### src/rtl/fm_audio_pkg.sv
// Shared sample type and range constants for the FM audio decimator.
package fm_audio_pkg;

  localparam int SAMPLE_W = 16;

  typedef logic signed [SAMPLE_W-1:0] sample_t;

  localparam sample_t SAMPLE_MAX = 16'sh7FFF;
  localparam sample_t SAMPLE_MIN = 16'sh8000;

endpackage

### src/rtl/fm_sample_fifo.sv
// Synchronous FIFO with registered head output and registered empty flag.
module fm_sample_fifo #(
  parameter int DEPTH = 4,
  parameter int WIDTH = 16
) (
  input  logic                       clk,
  input  logic                       rst,
  input  logic                       push,
  input  logic [WIDTH-1:0]           din,
  input  logic                       pop,
  output logic [WIDTH-1:0]           dout,
  output logic                       empty,
  output logic                       full,
  output logic [$clog2(DEPTH):0]     level
);

  localparam int AW = $clog2(DEPTH);

  logic [WIDTH-1:0] mem_q [DEPTH];
  logic [WIDTH-1:0] mem_d [DEPTH];
  logic [AW-1:0]    wr_ptr_q, wr_ptr_d;
  logic [AW-1:0]    rd_ptr_q, rd_ptr_d;
  logic [AW:0]      level_q, level_d;
  logic [WIDTH-1:0] dout_q, dout_d;
  logic             empty_q, empty_d;
  logic             wr_en;
  logic             rd_en;

  assign full  = (level_q == (AW+1)'(DEPTH));
  assign empty = empty_q;
  assign dout  = dout_q;
  assign level = level_q;

  always_comb begin
    rd_en    = pop && !empty_q;
    // A full FIFO still accepts a write when the head leaves on the same edge.
    wr_en    = push && (!full || rd_en);
    mem_d    = mem_q;
    wr_ptr_d = wr_ptr_q;
    rd_ptr_d = rd_ptr_q;
    if (wr_en) begin
      mem_d[wr_ptr_q] = din;
      wr_ptr_d        = wr_ptr_q + AW'(1);
    end
    if (rd_en) begin
      rd_ptr_d = rd_ptr_q + AW'(1);
    end
    level_d = level_q + (AW+1)'(wr_en) - (AW+1)'(rd_en);
    empty_d = (level_d == '0);
    dout_d  = dout_q;
    if (level_d != '0) begin
      dout_d = mem_d[rd_ptr_d];
    end
  end

  always_ff @(posedge clk) begin
    if (rst) begin
      for (int i = 0; i < DEPTH; i++) begin
        mem_q[i] <= '0;
      end
      wr_ptr_q <= '0;
      rd_ptr_q <= '0;
      level_q  <= '0;
      dout_q   <= '0;
      empty_q  <= 1'b1;
    end else begin
      mem_q    <= mem_d;
      wr_ptr_q <= wr_ptr_d;
      rd_ptr_q <= rd_ptr_d;
      level_q  <= level_d;
      dout_q   <= dout_d;
      empty_q  <= empty_d;
    end
  end

endmodule

### src/rtl/fm_audio_decim.sv
// Accumulate-and-dump decimator feeding a small output FIFO with sticky overflow.
// FM_AUDIO_DECIM_ROUND_EN selects round-half-up with saturation instead of truncation.
module fm_audio_decim
  import fm_audio_pkg::*;
#(
  parameter int DECIM      = 64,
  parameter int FIFO_DEPTH = 4
) (
  input  logic                          clk,
  input  logic                          rst,
  input  logic                          in_valid,
  input  logic [15:0]                   fir_in,
  output logic [15:0]                   audio_out,
  output logic                          out_valid,
  input  logic                          out_ready,
  output logic [$clog2(FIFO_DEPTH):0]   fifo_level,
  output logic                          ovf
);

  localparam int SHIFT = $clog2(DECIM);
  localparam int ACC_W = SAMPLE_W + SHIFT;

  logic signed [ACC_W-1:0] acc_q, acc_d;
  logic signed [ACC_W-1:0] total;
  logic [SHIFT-1:0]        cnt_q, cnt_d;
  logic                    ovf_q, ovf_d;
  logic                    dump;
  logic                    fifo_full;
  logic                    fifo_empty;
  sample_t                 result;

`ifdef FM_AUDIO_DECIM_ROUND_EN
  localparam logic signed [ACC_W:0] HALF = (ACC_W+1)'(1) << (SHIFT-1);
  logic signed [ACC_W:0]       rnd;
  logic signed [ACC_W-SHIFT:0] rq;
`endif

  always_comb begin
    total = acc_q + $signed({{SHIFT{fir_in[15]}}, fir_in});
    dump  = in_valid && (cnt_q == SHIFT'(DECIM-1));
`ifdef FM_AUDIO_DECIM_ROUND_EN
    rnd = $signed({total[ACC_W-1], total}) + HALF;
    rq  = rnd[ACC_W:SHIFT];
    if (rq > $signed({SAMPLE_MAX[SAMPLE_W-1], SAMPLE_MAX})) begin
      result = SAMPLE_MAX;
    end else if (rq < $signed({SAMPLE_MIN[SAMPLE_W-1], SAMPLE_MIN})) begin
      result = SAMPLE_MIN;
    end else begin
      result = rq[SAMPLE_W-1:0];
    end
`else
    // Upper slice of the sum is the floor division by DECIM.
    result = total[SHIFT +: SAMPLE_W];
`endif
    acc_d = acc_q;
    cnt_d = cnt_q;
    if (in_valid) begin
      if (dump) begin
        acc_d = '0;
        cnt_d = '0;
      end else begin
        acc_d = total;
        cnt_d = cnt_q + SHIFT'(1);
      end
    end
    ovf_d = ovf_q || (dump && fifo_full && !out_ready);
  end

  always_ff @(posedge clk) begin
    if (rst) begin
      acc_q <= '0;
      cnt_q <= '0;
      ovf_q <= 1'b0;
    end else begin
      acc_q <= acc_d;
      cnt_q <= cnt_d;
      ovf_q <= ovf_d;
    end
  end

  fm_sample_fifo #(
    .DEPTH (FIFO_DEPTH),
    .WIDTH (SAMPLE_W)
  ) u_fifo (
    .clk   (clk),
    .rst   (rst),
    .push  (dump),
    .din   (result),
    .pop   (out_ready),
    .dout  (audio_out),
    .empty (fifo_empty),
    .full  (fifo_full),
    .level (fifo_level)
  );

  assign out_valid = !fifo_empty;
  assign ovf       = ovf_q;

endmodule

### config.mk
export PLATFORM = sky130hd
export DESIGN_NAME = fm_audio_decim
export DESIGN_NICKNAME = d
export VERILOG_FILES = /design/src/rtl/fm_audio_pkg.sv /design/src/rtl/fm_sample_fifo.sv /design/src/rtl/fm_audio_decim.sv
export SDC_FILE = /design/constraint.sdc
export NUM_CORES = 1
export LEC_CHECK = 0
export CORE_UTILIZATION = 64
export CTS_CLUSTER_SIZE = 20
export DETAILED_ROUTE_END_ITERATION = 6
export PLACE_DENSITY = 0.95
export SYNTH_ARGS = -nofsm -noshare
export SYNTH_HDL_FRONTEND = slang
export SYNTH_SLANG_ARGS = --single-unit
export TNS_END_PERCENT = 20
### constraint.sdc
create_clock -name clk -period 5.9 [get_ports clk]
set_clock_uncertainty 0.1 [all_clocks]
set_input_delay 0.59 -clock clk [delete_from_list [all_inputs] [get_ports clk]]
set_output_delay 0.59 -clock clk [all_outputs]
set_load 0.02 [all_outputs]
## Yosys cells after proc, flatten, opt, wreduce, memory -nomap -nowiden

Index checks and enable logic that the tools add are counted.

- Bits in registers: 117
- Input port bits: 20
- Logic and storage cells: 48

- $add $sub $neg: 6
- $lt $le $gt $ge: 3
- Equal/unequal tests: 2
- Multiplexer cells: 10
- Bitwise gates (word level): 2
- Reductions and logical operators: 13

Operator list:

| cell | number |
|---|---|
| 64-bit bitwise mux | 1 |
| 64-bit 2-to-1 mux | 1 |
| 16-bit 2-to-1 mux | 3 |
| 16-bit binary-select mux with 2-bit select | 1 |
| 16-bit demux with 2-bit select | 1 |
| 22-bit by 16-bit adder with 22-bit output | 1 |
| 22-bit 2-to-1 mux | 1 |
| 6-bit by 1-bit adder with 6-bit output (second input constant) | 1 |
| 6-bit equality test (second input constant) | 1 |
| 3-bit greater-or-equal comparator (second input constant) | 2 |
| 1-bit logical AND | 6 |
| 6-bit 2-to-1 mux | 1 |
| 2-bit inverter with 3-bit output | 2 |
| 2-bit by 1-bit adder with 2-bit output (second input constant) | 2 |
| 3-bit by 1-bit adder with 3-bit output | 1 |
| 3-bit equality test (second input constant) | 1 |
| 1-bit zero test | 3 |
| 3-bit zero test | 1 |
| 3-bit by 1-bit less-than comparator with 1-bit output (second input constant) | 1 |
| 3-bit nonzero test | 1 |
| 3-bit by 1-bit subtractor with 3-bit output | 1 |
| 1-bit logical OR | 2 |
| 2-bit 2-to-1 mux | 1 |

## Depth between registers and ports, before layout

- Depth after elaboration: 10
- Gate-level depth with buffers: 17
- Depth with buffers taken out: 14

## Hierarchy

From an unflattened synthesis, not the netlist that was laid out.

- Cells, all modules: 661
- Area total of the unflattened synthesis: 6023.3 µm²

By module, submodules not included:

| module | times used | cells an instance | area each (µm²) |
|---|---|---|---|
| fm_sample_fifo | 1 | 386 | 3772.4 |
| fm_audio_decim | 1 | 275 | 2250.9 |

## Least setup slack after synthesis

OpenSTA, ideal clock, no wires.

- Kind: in2reg
- From: in out_ready
- To: reg u_fifo.dout_q[3], in the netlist u_fifo.dout[3]
- Arrival: 2969 ps
- Setup slack: 2699 ps
- Cell stages on the path: 16
- Buffers on the path: 4
- Cells stage by stage: nand2b_1 > buf_2 > inv_2 > buf_4 > ha_1 > inv_1 > ha_1 > inv_1 > fa_1 > xnor2_1 > nand3b_1 > clkbuf_1 > clkbuf_1 > o21ai_1 > a31oi_1 > nor3_1

- Word-level cells in the longest chain between the ends: 7
- Elaborated cells between the ends (all ways): 12

Ends and longest elaborated chain:

| element | RTL line | text |
|---|---|---|
| from (decl) | fm_audio_decim.sv:15 | `input logic out_ready,` |
| 1-bit logical AND (*) | fm_sample_fifo.sv:35 | `rd_en = pop && !empty_q;` |
| branches (longest 6 deep; another with 3-bit by 1-bit adder with 3-bit output) | n/a |  |
| to (signal assigned) | fm_sample_fifo.sv:71 | `dout_q <= dout_d;` |
| to (decl) | fm_sample_fifo.sv:24 | `logic [WIDTH-1:0] dout_q, dout_d;` |

Mark *: on every way between the ends. The select of a mux whose other input is x is not followed.
A chain may end at the register's enable or synchronous reset.

## Worst setup path in the final report

- From: in in_valid
- To: reg u_fifo.dout_q[15], in the netlist u_fifo.dout[15]

- Word-level cells in the longest chain between the ends: 6
- Elaborated cells between the ends (all ways): 9

Ends and longest elaborated chain:

| element | RTL line | text |
|---|---|---|
| from (decl) | fm_audio_decim.sv:11 | `input logic in_valid,` |
| 1-bit logical AND (*) | fm_audio_decim.sv:40 | `dump = in_valid && (cnt_q == SHIFT'(DECIM-1));` |
| 1-bit logical AND (*) | fm_sample_fifo.sv:37 | `wr_en = push && (!full \|\| rd_en);` |
| named net u_fifo.wr_en | fm_sample_fifo.sv:26 | `logic wr_en;` |
| branches (longest 4 deep; another with 3-bit by 1-bit adder with 3-bit output) | n/a |  |

Mark *: on every way through the listed nets, which the timed path passes. The select of a mux whose other input is x is not followed.

==> reports/qor.csv <==
stage,metric,value,unit
layout,stdcell_area,7520,sq um
die,fp.coreArea,9820,sq um
logic_synthesis,synth_commonest_cells,"dfxtp_1, nand2_1, nor2_1",
timing,finalSetupViolCount,0,
global_route,grt_pass1_vias,6226,
logic_synthesis,yosysTopAreaCell,dfxtp_1,
clocking,numCtsBuffers,17,
die,die_w,103,um
run,maxCapViolations,0,
logic_synthesis,yosysTopAreaCellShare,35.9,%
timing,relSlewSlack,14.0,%
clocking,htreeDepth,4,
logic_synthesis,yosysSeqAreaShare,35.9,%
detailed_routing,antenna_left,0,
die,start_util,66.4,%
clocking,clk_latency,0.53,ns
status,violations,design-rule violations,
logic_synthesis,async_flop_share,0,%
global_route,grt_pass1_wl,30400,um
clocking,root_buffer,clkbuf_8,
clocking,clkTransAtPathRegs,0.06,ns
global_route,grt_antenna_before_repair,0,
clocking,cts_hold_buf,0,
timing,fmax,262,MHz
critical_path,worstSetupStartpointType,input pin,
detailed_routing,post-route-drc-count,1,
global_route,grt_usage,37.9,%
layout,layout.nets,863,
timing,rsz0062_at_grt,false,
place,dp_hpwl,12600,um
clocking,tritoncts,done,
detailed_routing,viasPerCell,6.66,
logic_synthesis,syn_inst,796,
logic_synthesis,synthFlopType,dfxtp_1,
timing,min_period,3.82,ns
timing,fin_setup_tns,0,ns
critical_path,r2r-end,u_fifo.dout[15],
detailed_routing,drt_iter0_markers,634,
critical_path,worstRegToRegCells,13,
clocking,post_cts_resized,0,
detailed_routing,routedWlPerCell,20.1,um
logic_synthesis,ys_warn_count,0,
critical_path,rrSetupSlack,2.31,ns
timing,worstMarginPinSlew,1.28,ns
layout,syn_to_final_growth,15.3,%
layout,stdcell_count,959,
layout,drive_gt1_share,7.38,%
status,status,"complete, but fails checks",
critical_path,cp-endpoint,u_fifo.dout[15],
place,io_buffers,40,
timing,hold-worst-slack,0.353,ns
detailed_routing,drtPass1Iterations,7,
global_route,grt_overflow,0,
logic_synthesis,synth_area_leaders,"dfxtp_1, a21oi_1, nand2_1, ha_1, nor2_1",
logic_synthesis,syn_nets,846,
logic_synthesis,syn-cell-area,6520,sq um
power,p_per_area,401,nW/um^2
die,fp-row-count,36,
layout,diodes,0,
critical_path,path_class,input pin to flop,
logic_synthesis,yosys.cell_types.count,74,
timing,hold_viol,0,
critical_path,timing.rr.start,cnt_q[0],
clocking,cts_setup_buffers,0,
power,vdd_drop_max,0.000270,V
critical_path,cp_max_fo,28,
critical_path,endpoint_kind,flop,
die,io_pins,41,
clocking,cts_buffer_depth,2,
die,die_h,103,um
layout,nFillCells,691,
logic_synthesis,synth_edf_count,0,
critical_path,crit_start,in_valid,
detailed_routing,wirelength,19300,um
worst_hold_path,hp-class,flop to flop,
logic_synthesis,ys_ff_latch,117,
timing,finalCritPeriodShare,64.8,%
place,dp_cells,927,
detailed_routing,num_vias,6390,
clocking,cts.sinks,117,
die,die_area,10600,sq um
power,p_leak,2.85,nW
logic_synthesis,synth.most_common_cell,dfxtp_1,
global_route,grt_max_degree,72,
place,place_area,6900,sq um
logic_synthesis,syn_avg_cell_area,8.19,sq um
place,gp_congestion,0.908,
critical_path,arrival,4.15,ns
critical_path,worstPathRequired,6.23,ns
timing,drv_slew,0,
==> per-layer routing <==
| metal | track usage, % | share of wire, % | vias up |
|---|---|---|---|
| met4 | 19.1 | 3.7 | 0 |
| met5 | 0 | 0 | - |
| met1 | 43.7 | 39 | 3004 |
| met3 | 10.2 | 9.5 | 82 |
| li1 | - | - | 2928 |
| met2 | 64.8 | 48 | 376 |
==> logic make-up (layout without fill, tap and decap cells) <==
group / count (synthesis) / in the layout / share of synthesized area [%]
mux: 8 / 8 / 1.23
compound gates: 254 / 254 / 26.7
simple gates: 295 / 295 / 21.8
fa+ha+maj: 30 / 30 / 5.99
flops: 117 / 117 / 35.9
buf+inv: 67 / 97 / 4.80
xor+xnor: 25 / 25 / 3.59
==> per-stage QoR <==
stage | utilization [%] | total power [mW] | worst slack, ns
2_1_floorplan | - | 1.61 | 2.70
3_3_place_gp | 70.2 | 1.85 | 1.85
3_5_place_dp | 70.2 | 1.89 | 1.61
4_1_cts | 76.6 | 2.97 | 2.14
5_1_grt | 76.6 | 3.12 | 1.93
6_report | 76.6 | 3.02 | 2.08
==> critical path, cell delays in order <==
cell             delay [ns]
clkdlybuf4s50_1        0.46
buf_4                  0.31
nand4_2                0.23
a211oi_4               0.47
ha_1                   0.22
inv_1                  0.05
fa_1                   0.37
xnor2_1                0.26
nand3b_1               0.12
buf_4                  0.22
nand2_1                0.13
a21oi_1                0.08
a311o_1                0.40
a221oi_1               0.22
==> cell type report <==
cell class	count	area, sq um	area share, %
Sequential cell	117	2340	31.2
Clock inverter	11	173	2.30
Multi-Input combinational cell	612	3870	51.4
Tap cell	133	166	2.21
Inverter	17	63.8	0.849
Clock buffer	21	449	5.97
Timing Repair Buffer	48	458	6.09
==> worst min path at each step <==
stage	from	to	slack (ns)	cells past startpoint
final	u_fifo.mem_q[28]	u_fifo.mem_q[28]	0.35	2
after global routing	u_fifo.mem_q[22]	u_fifo.mem_q[22]	0.38	2
after CTS	u_fifo.dout[4]	u_fifo.dout[4]	0.35	2
after detailed placement	u_fifo.dout[4]	u_fifo.dout[4]	0.34	2
after global placement	u_fifo.mem_q[20]	u_fifo.mem_q[20]	0.34	2
after floorplan	acc_q[15]	acc_q[15]	0.33	2
==> registers in the layout (all words and copies together), names as in the netlist, 2 cells and up <==
name	count
u_fifo.rd_ptr_q	2
acc_q	22
u_fifo.mem_q	64
u_fifo.level	3
u_fifo.dout	16
cnt_q	6
u_fifo.wr_ptr_q	2
==> report_power, final <==
| part | internal [mW] | total (mW) | switching, mW | leakage [nW] |
|---|---|---|---|---|
| registers | 0.850 | 0.901 | 0.0516 | 0.949 |
| clock network | 0.711 | 1.09 | 0.380 | 0.303 |
| logic | 0.350 | 1.03 | 0.676 | 1.60 |
| total | 1.91 | 3.02 | 1.11 | 2.85 |
==> placed cells by master, fill, tap and decap left out, types with 12 or more instances in the layout <==
cell type	instances
ha_1	28
xnor2_1	15
nor2b_1	15
o21ai_0	29
a221oi_1	16
nor3_1	12
clkbuf_16	16
clkdlybuf4s50_1	39
nand2_1	101
a211oi_1	22
dfxtp_1	117
inv_1	16
nand3b_1	12
a21oi_1	76
nor2_1	82
nand2b_1	17
Note: power is estimated with default switching activity, not from simulation.
